File: src/rtl/addec_strobe.sv
// Bus-cycle sequencer behind the address-decode PROM: held read selects, write strobes,
// addressable output latch and vblank watchdog (watchdog present only with ADDEC_WDOG_EN).
module addec_strobe #(
    parameter int WDOG_LIMIT = 8,
    parameter int RESET_LEN  = 16
) (
    input  logic       clock,
    input  logic       reset,
    input  logic       phi2_en,
    input  logic       rw,
    input  logic [3:0] addr_lo,
    input  logic       din0,
    input  logic [7:0] prom_q,
    input  logic       vblank_pulse,
    output logic       ram_cs,
    output logic [7:0] rom_cs,
    output logic       sw_sel,
    output logic       sync_sel,
    output logic       ram_we,
    output logic       steer_rst,
    output logic [7:0] out_latch,
    output logic       cpu_reset
);

    localparam logic [2:0] GRP_NONE  = 3'd0;
    localparam logic [2:0] GRP_RAM   = 3'd1;
    localparam logic [2:0] GRP_SW    = 3'd2;
    localparam logic [2:0] GRP_SYNC  = 3'd3;
    localparam logic [2:0] GRP_LATCH = 3'd4;
    localparam logic [2:0] GRP_WDOG  = 3'd5;
    localparam logic [2:0] GRP_STEER = 3'd6;
    localparam logic [2:0] GRP_ROM   = 3'd7;

    if (WDOG_LIMIT < 1 || WDOG_LIMIT > 15) begin : g_bad_limit
        $error("addec_strobe: WDOG_LIMIT must be 1..15");
    end
    if (RESET_LEN < 1 || RESET_LEN > 255) begin : g_bad_len
        $error("addec_strobe: RESET_LEN must be 1..255");
    end

    logic [2:0] grp_q, grp_d;
    logic [2:0] bank_q, bank_d;
    logic       rw_q, rw_d;
    logic [3:0] addr_q, addr_d;
    logic       din_q, din_d;
    logic       new_q, new_d;

    logic       ram_cs_q, ram_cs_d;
    logic [7:0] rom_cs_q, rom_cs_d;
    logic       sw_sel_q, sw_sel_d;
    logic       sync_sel_q, sync_sel_d;
    logic       ram_we_q, ram_we_d;
    logic       steer_rst_q, steer_rst_d;
    logic [7:0] out_latch_q, out_latch_d;
    logic       wr_s;
    logic       wd_clr_s;

    logic unused_prom_bits;
    assign unused_prom_bits = ^{prom_q[4], prom_q[0]};

    // Cycle register next state: capture the bus cycle on phi2_en, otherwise hold.
    always_comb begin
        grp_d  = grp_q;
        bank_d = bank_q;
        rw_d   = rw_q;
        addr_d = addr_q;
        din_d  = din_q;
        new_d  = phi2_en;
        if (phi2_en) begin
            grp_d  = prom_q[7:5];
            bank_d = prom_q[3:1];
            rw_d   = rw;
            addr_d = addr_lo;
            din_d  = din0;
        end else begin
            new_d  = 1'b0;
        end
    end

    // Decode the captured cycle into held selects and strobes; new_q limits strobes to one clock.
    always_comb begin
        wr_s        = new_q & ~rw_q;
        ram_cs_d    = 1'b0;
        rom_cs_d    = 8'h00;
        sw_sel_d    = 1'b0;
        sync_sel_d  = 1'b0;
        ram_we_d    = 1'b0;
        steer_rst_d = 1'b0;
        wd_clr_s    = 1'b0;
        out_latch_d = out_latch_q;
        case (grp_q)
            GRP_NONE: begin
                ram_cs_d = 1'b0;
            end
            GRP_RAM: begin
                ram_cs_d = 1'b1;
                ram_we_d = wr_s;
            end
            GRP_SW: begin
                sw_sel_d = rw_q;
            end
            GRP_SYNC: begin
                sync_sel_d = rw_q;
            end
            GRP_LATCH: begin
                if (wr_s) begin
                    if (addr_q[3]) begin
                        out_latch_d = 8'h00;
                    end else begin
                        out_latch_d[addr_q[2:0]] = din_q;
                    end
                end else begin
                    out_latch_d = out_latch_q;
                end
            end
            GRP_WDOG: begin
                wd_clr_s = wr_s;
            end
            GRP_STEER: begin
                steer_rst_d = wr_s;
            end
            GRP_ROM: begin
                if (rw_q) begin
                    rom_cs_d = 8'h01 << bank_q;
                end else begin
                    rom_cs_d = 8'h00;
                end
            end
            default: begin
                ram_cs_d = 1'b0;
            end
        endcase
    end

    // Cycle register and registered outputs.
    always_ff @(posedge clock or posedge reset) begin
        if (reset) begin
            grp_q       <= 3'd0;
            bank_q      <= 3'd0;
            rw_q        <= 1'b0;
            addr_q      <= 4'd0;
            din_q       <= 1'b0;
            new_q       <= 1'b0;
            ram_cs_q    <= 1'b0;
            rom_cs_q    <= 8'h00;
            sw_sel_q    <= 1'b0;
            sync_sel_q  <= 1'b0;
            ram_we_q    <= 1'b0;
            steer_rst_q <= 1'b0;
            out_latch_q <= 8'h00;
        end else begin
            grp_q       <= grp_d;
            bank_q      <= bank_d;
            rw_q        <= rw_d;
            addr_q      <= addr_d;
            din_q       <= din_d;
            new_q       <= new_d;
            ram_cs_q    <= ram_cs_d;
            rom_cs_q    <= rom_cs_d;
            sw_sel_q    <= sw_sel_d;
            sync_sel_q  <= sync_sel_d;
            ram_we_q    <= ram_we_d;
            steer_rst_q <= steer_rst_d;
            out_latch_q <= out_latch_d;
        end
    end

`ifdef ADDEC_WDOG_EN
    logic [3:0] cnt_q, cnt_d;
    logic [7:0] timer_q, timer_d;
    logic       cpu_reset_q, cpu_reset_d;

    // Watchdog: a running timeout freezes the counter and ignores clears and vblank.
    always_comb begin
        cnt_d   = cnt_q;
        timer_d = timer_q;
        if (timer_q != 8'd0) begin
            timer_d = timer_q - 8'd1;
            cnt_d   = 4'd0;
        end else if (wd_clr_s) begin
            cnt_d = 4'd0;
        end else if (vblank_pulse) begin
            if (cnt_q == 4'(WDOG_LIMIT - 1)) begin
                cnt_d   = 4'd0;
                timer_d = 8'(RESET_LEN);
            end else begin
                cnt_d = cnt_q + 4'd1;
            end
        end else begin
            cnt_d = cnt_q;
        end
        cpu_reset_d = (timer_d != 8'd0);
    end

    // Watchdog state registers.
    always_ff @(posedge clock or posedge reset) begin
        if (reset) begin
            cnt_q       <= 4'd0;
            timer_q     <= 8'd0;
            cpu_reset_q <= 1'b0;
        end else begin
            cnt_q       <= cnt_d;
            timer_q     <= timer_d;
            cpu_reset_q <= cpu_reset_d;
        end
    end

    assign cpu_reset = cpu_reset_q;
`else
    logic unused_wdog;
    assign unused_wdog = ^{vblank_pulse, wd_clr_s};
    assign cpu_reset   = 1'b0;
`endif

    assign ram_cs    = ram_cs_q;
    assign rom_cs    = rom_cs_q;
    assign sw_sel    = sw_sel_q;
    assign sync_sel  = sync_sel_q;
    assign ram_we    = ram_we_q;
    assign steer_rst = steer_rst_q;
    assign out_latch = out_latch_q;

endmodule

File: config.mk
export PLATFORM = sky130hd
export DESIGN_NAME = addec_strobe
export DESIGN_NICKNAME = d
export VERILOG_FILES = /design/src/rtl/addec_strobe.sv
export SDC_FILE = /design/constraint.sdc
export NUM_CORES = 1
export LEC_CHECK = 0
export CAP_MARGIN = 20
export CORE_ASPECT_RATIO = 1.1
export CORE_MARGIN = 2
export CORE_UTILIZATION = 40
export DETAILED_ROUTE_END_ITERATION = 10
export PLACE_DENSITY = 0.71
export SYNTH_ARGS = -nofsm -noshare
export SYNTH_HDL_FRONTEND = slang
export SYNTH_SLANG_ARGS = --single-unit
export TNS_END_PERCENT = 5
File: constraint.sdc
create_clock -name clock -period 1.2 [get_ports clock]
set_clock_uncertainty 0.05 [all_clocks]
set_input_delay 0.18 -clock clock [delete_from_list [all_inputs] [get_ports clock]]
set_output_delay 0.18 -clock clock [all_outputs]
set_load 0.02 [all_outputs]
==> impl_metrics.env <==
export IMPL_status="finished with violations"
export IMPL_clock_latency_ps=340
export IMPL_antenna_found_initial=0
export IMPL_route_vias_total=1067
export IMPL_ys_ff_latch=34
export IMPL_syn_avg_cell_area_um2=12.6
export IMPL_switching_share_pct=27.3
export IMPL_pwr_share_clk_pct=26.9
export IMPL_path_class="reg2reg"
export IMPL_drc=0
export IMPL_rsz0062_at_grt="true"
export IMPL_gr_total_overflow=0
export IMPL_finalCritPeriodShare_pct=112
export IMPL_dpl_cell_area_um2=1930
export IMPL_required_ps=1380
export IMPL_fin_tns_setup_ps=-945
export IMPL_cts_sinks=34
export IMPL_holdBufCountCts=0
export IMPL_wl_per_cell_um=13.8
export IMPL_multi_input_area_um2=613
export IMPL_slew_viol_final=0
export IMPL_drive_above_1_share_pct=43.3
export IMPL_synth_area_um2=1420
export IMPL_synthAdderAreaFrac_pct=0
export IMPL_synth_mux_area_share_pct=8.75
export IMPL_synth_fp_nets=130
export IMPL_core_area_um2=3360
export IMPL_nets=181
export IMPL_cp_start_kind="flip-flop"
export IMPL_max_freq_ghz=0.744
export IMPL_root_buffer="clkbuf_4"
export IMPL_combPwrFrac_pct=18.6
export IMPL_finalHoldViolCount=0
export IMPL_hpwl_um=1950
export IMPL_arrival_ps=1520
export IMPL_synth_distinct_cells=27
export IMPL_vias_per_cell=5.03
export IMPL_gp_congestion=0.745
export IMPL_r2r_cells=3
export IMPL_fill_cells=317
export IMPL_min_path_type="in2async"
export IMPL_rows=22
export IMPL_synth_xor_area_share_pct=0
export IMPL_yosysWarningCount=0
export IMPL_irDropWorstVdd_uv=731
export IMPL_synth_top_family_by_area="simple AND/OR/NAND/NOR gates"
export IMPL_synth_simple_gate_area_share_pct=19.2
export IMPL_regArea_um2=852
export IMPL_setup_viol=8
export IMPL_initial_core_util_pct=42.1
export IMPL_path_clk_slew_ps=110
export IMPL_grt_util_all_layers_pct=17.0
export IMPL_ant_nets=0
export IMPL_cts_buffers=5
export IMPL_seq_area_frac_synth_pct=60.1
export IMPL_cts_buffer_depth=2
export IMPL_power_density_nw_per_um2=1200
export IMPL_port_buffers=35
export IMPL_power_internal_mw=1.73
export IMPL_synth_compound_area_share_pct=8.66
export IMPL_synth_cells=112
export IMPL_num_antenna_cells=0
export IMPL_cts_tree="yes"
export IMPL_crit_fanout=8
export IMPL_dr_pass1_iters=4
export IMPL_wl_um=2920
export IMPL_grt_max_degree=35
export IMPL_num_io_pins=40
export IMPL_min_period_ps=1340
export IMPL_p_seq_share_pct=54.4
export IMPL_final_cell_area_um2=1990
export IMPL_drt_iter0_drc=20
export IMPL_h_tree_depth=2
export IMPL_power_leakage_nw=0.866
export IMPL_grt_pass1_vias=1084
export IMPL_syn_to_final_growth_pct=40.4
export IMPL_worstSetupEndpointType="flip-flop"
export IMPL_grt_first_pass_wirelength_um=4910
export IMPL_postLayoutSetupSlackWorst_ps=-143
export IMPL_violations="setup timing"
export IMPL_dieArea_um2=4030
export IMPL_die_w_um=60.7
export IMPL_drv_cap=0
export IMPL_die_y_um=66.4
export IMPL_p_switching_uw=651
==> cell type report <==
class                   instances  area share [%]
repair buffers                 51            19.8
well taps                      48            3.02
clock inverters                 1           0.252
multi-input cells              69            30.9
clock buffers                   7            2.77
flip-flops and latches         34            42.9
inverters                       2           0.378
==> metal layers <==
| metal | wire (µm) | part of all wire, % | GRT usage, % |
|---|---|---|---|
| met3 | 218 | 7.5 | 6.07 |
| met5 | 0 | 0 | 0 |
| met1 | 1160 | 40 | 19.5 |
| met2 | 1470 | 50 | 27.4 |
| met4 | 65 | 2.2 | 8.42 |
==> Yosys cell counts <==
master	number	area, µm²
dfrtp_1	34	851
mux2_2	11	124
nand3b_1	10	75.1
o21ai_0	8	40.0
o311ai_1	7	61.3
nor2_1	6	22.5
buf_2	4	20.0
nand2_1	3	11.3
nand2b_1	3	18.8
nor3_1	3	15.0
or3b_1	3	26.3
clkbuf_1	2	7.51
inv_1	2	7.51
nor3b_1	2	15.0
o31ai_1	2	15.0
a31oi_1	1	6.26
and2_2	1	7.51
and3b_1	1	8.76
and4bb_4	1	16.3
buf_4	1	7.51
conb_1	1	3.75
nand3_1	1	5.00
nand3b_4	1	20.0
nand4_1	1	6.26
nand4bb_1	1	11.3
or2_2	1	6.26
or3_1	1	6.26
==> path summary, 6_finish.rpt <==
path,slack (ps),endpoint,from
min in group clock,390,addr_q[3],addr_lo[3]
max in group asynchronous,780,rw_q,reset
hold / removal,130,out_latch[4],reset
hold reg to reg,500,rom_cs[4],bank_q[0]
setup reg to reg,-140,out_latch[6],rw_q
setup / recovery,-140,out_latch[6],rw_q
==> timing repair <==
item / 4_1_cts / 5_1_grt
buffers inserted: 1 / 0
pin swaps: 6 / 1
resized for setup: 88 / 17
setup endpoints to repair: 29 / 21
==> through the flow <==
stage	hold slack [ps]	cells	setup slack, ps	util, %	power, mW
detailed placement	441	203	-177	57.4	1.74
floorplan	161	112	-44.0	-	1.52
CTS	115	212	-145	59.9	2.41
finish	127	212	-143	59.2	2.38
global placement	446	203	-136	57.4	1.72
global route	142	212	-195	59.2	2.52
==> registers in the layout, indices dropped and copies added (netlist names), 3 cells and up <==
signal / cells
addr_q: 4
bank_q: 3
grp_q: 3
out_latch: 8
rom_cs: 8
==> cells by family (layout without fill, tap and decap cells) <==
| logic type | Yosys count | in the layout |
|---|---|---|
| AND/OR/NAND/NOR | 39 | 39 |
| AO/OA/AOI/OAI | 18 | 18 |
| other | 1 | 1 |
| flip-flops | 34 | 34 |
| multiplexers | 11 | 11 |
| buffers and inverters | 9 | 61 |
==> power groups by stage <==
stage / clock, mW / combinational (mW) / sequential [mW]
final: 0.642 / 0.444 / 1.30
after CTS: 0.673 / 0.444 / 1.29
after floorplan: 0 / 0.205 / 1.32
after global routing: 0.723 / 0.483 / 1.31
after detailed placement: 0 / 0.427 / 1.31
after global placement: 0 / 0.417 / 1.30
==> worst max-delay path, stage by stage (launching register included) <==
cell      delay [ps]
dfrtp_1          400
and4bb_4         360
nand3b_4         170
o311ai_2         260
==> placed cells by master, fill, tap and decap left out, types with 2 or more instances in the layout <==
cell,n
clkbuf_4,5
or3b_1,3
o311ai_4,2
nand2b_1,3
buf_4,13
o21ai_1,4
buf_12,2
mux2_2,11
clkdlybuf4s50_1,14
nor2_1,6
nand3b_1,10
inv_1,2
buf_2,21
o311ai_2,4
o21ai_0,3
nor3_2,2
nand2_1,3
dfrtp_1,33
Note: power is estimated with default switching activity, not from simulation.
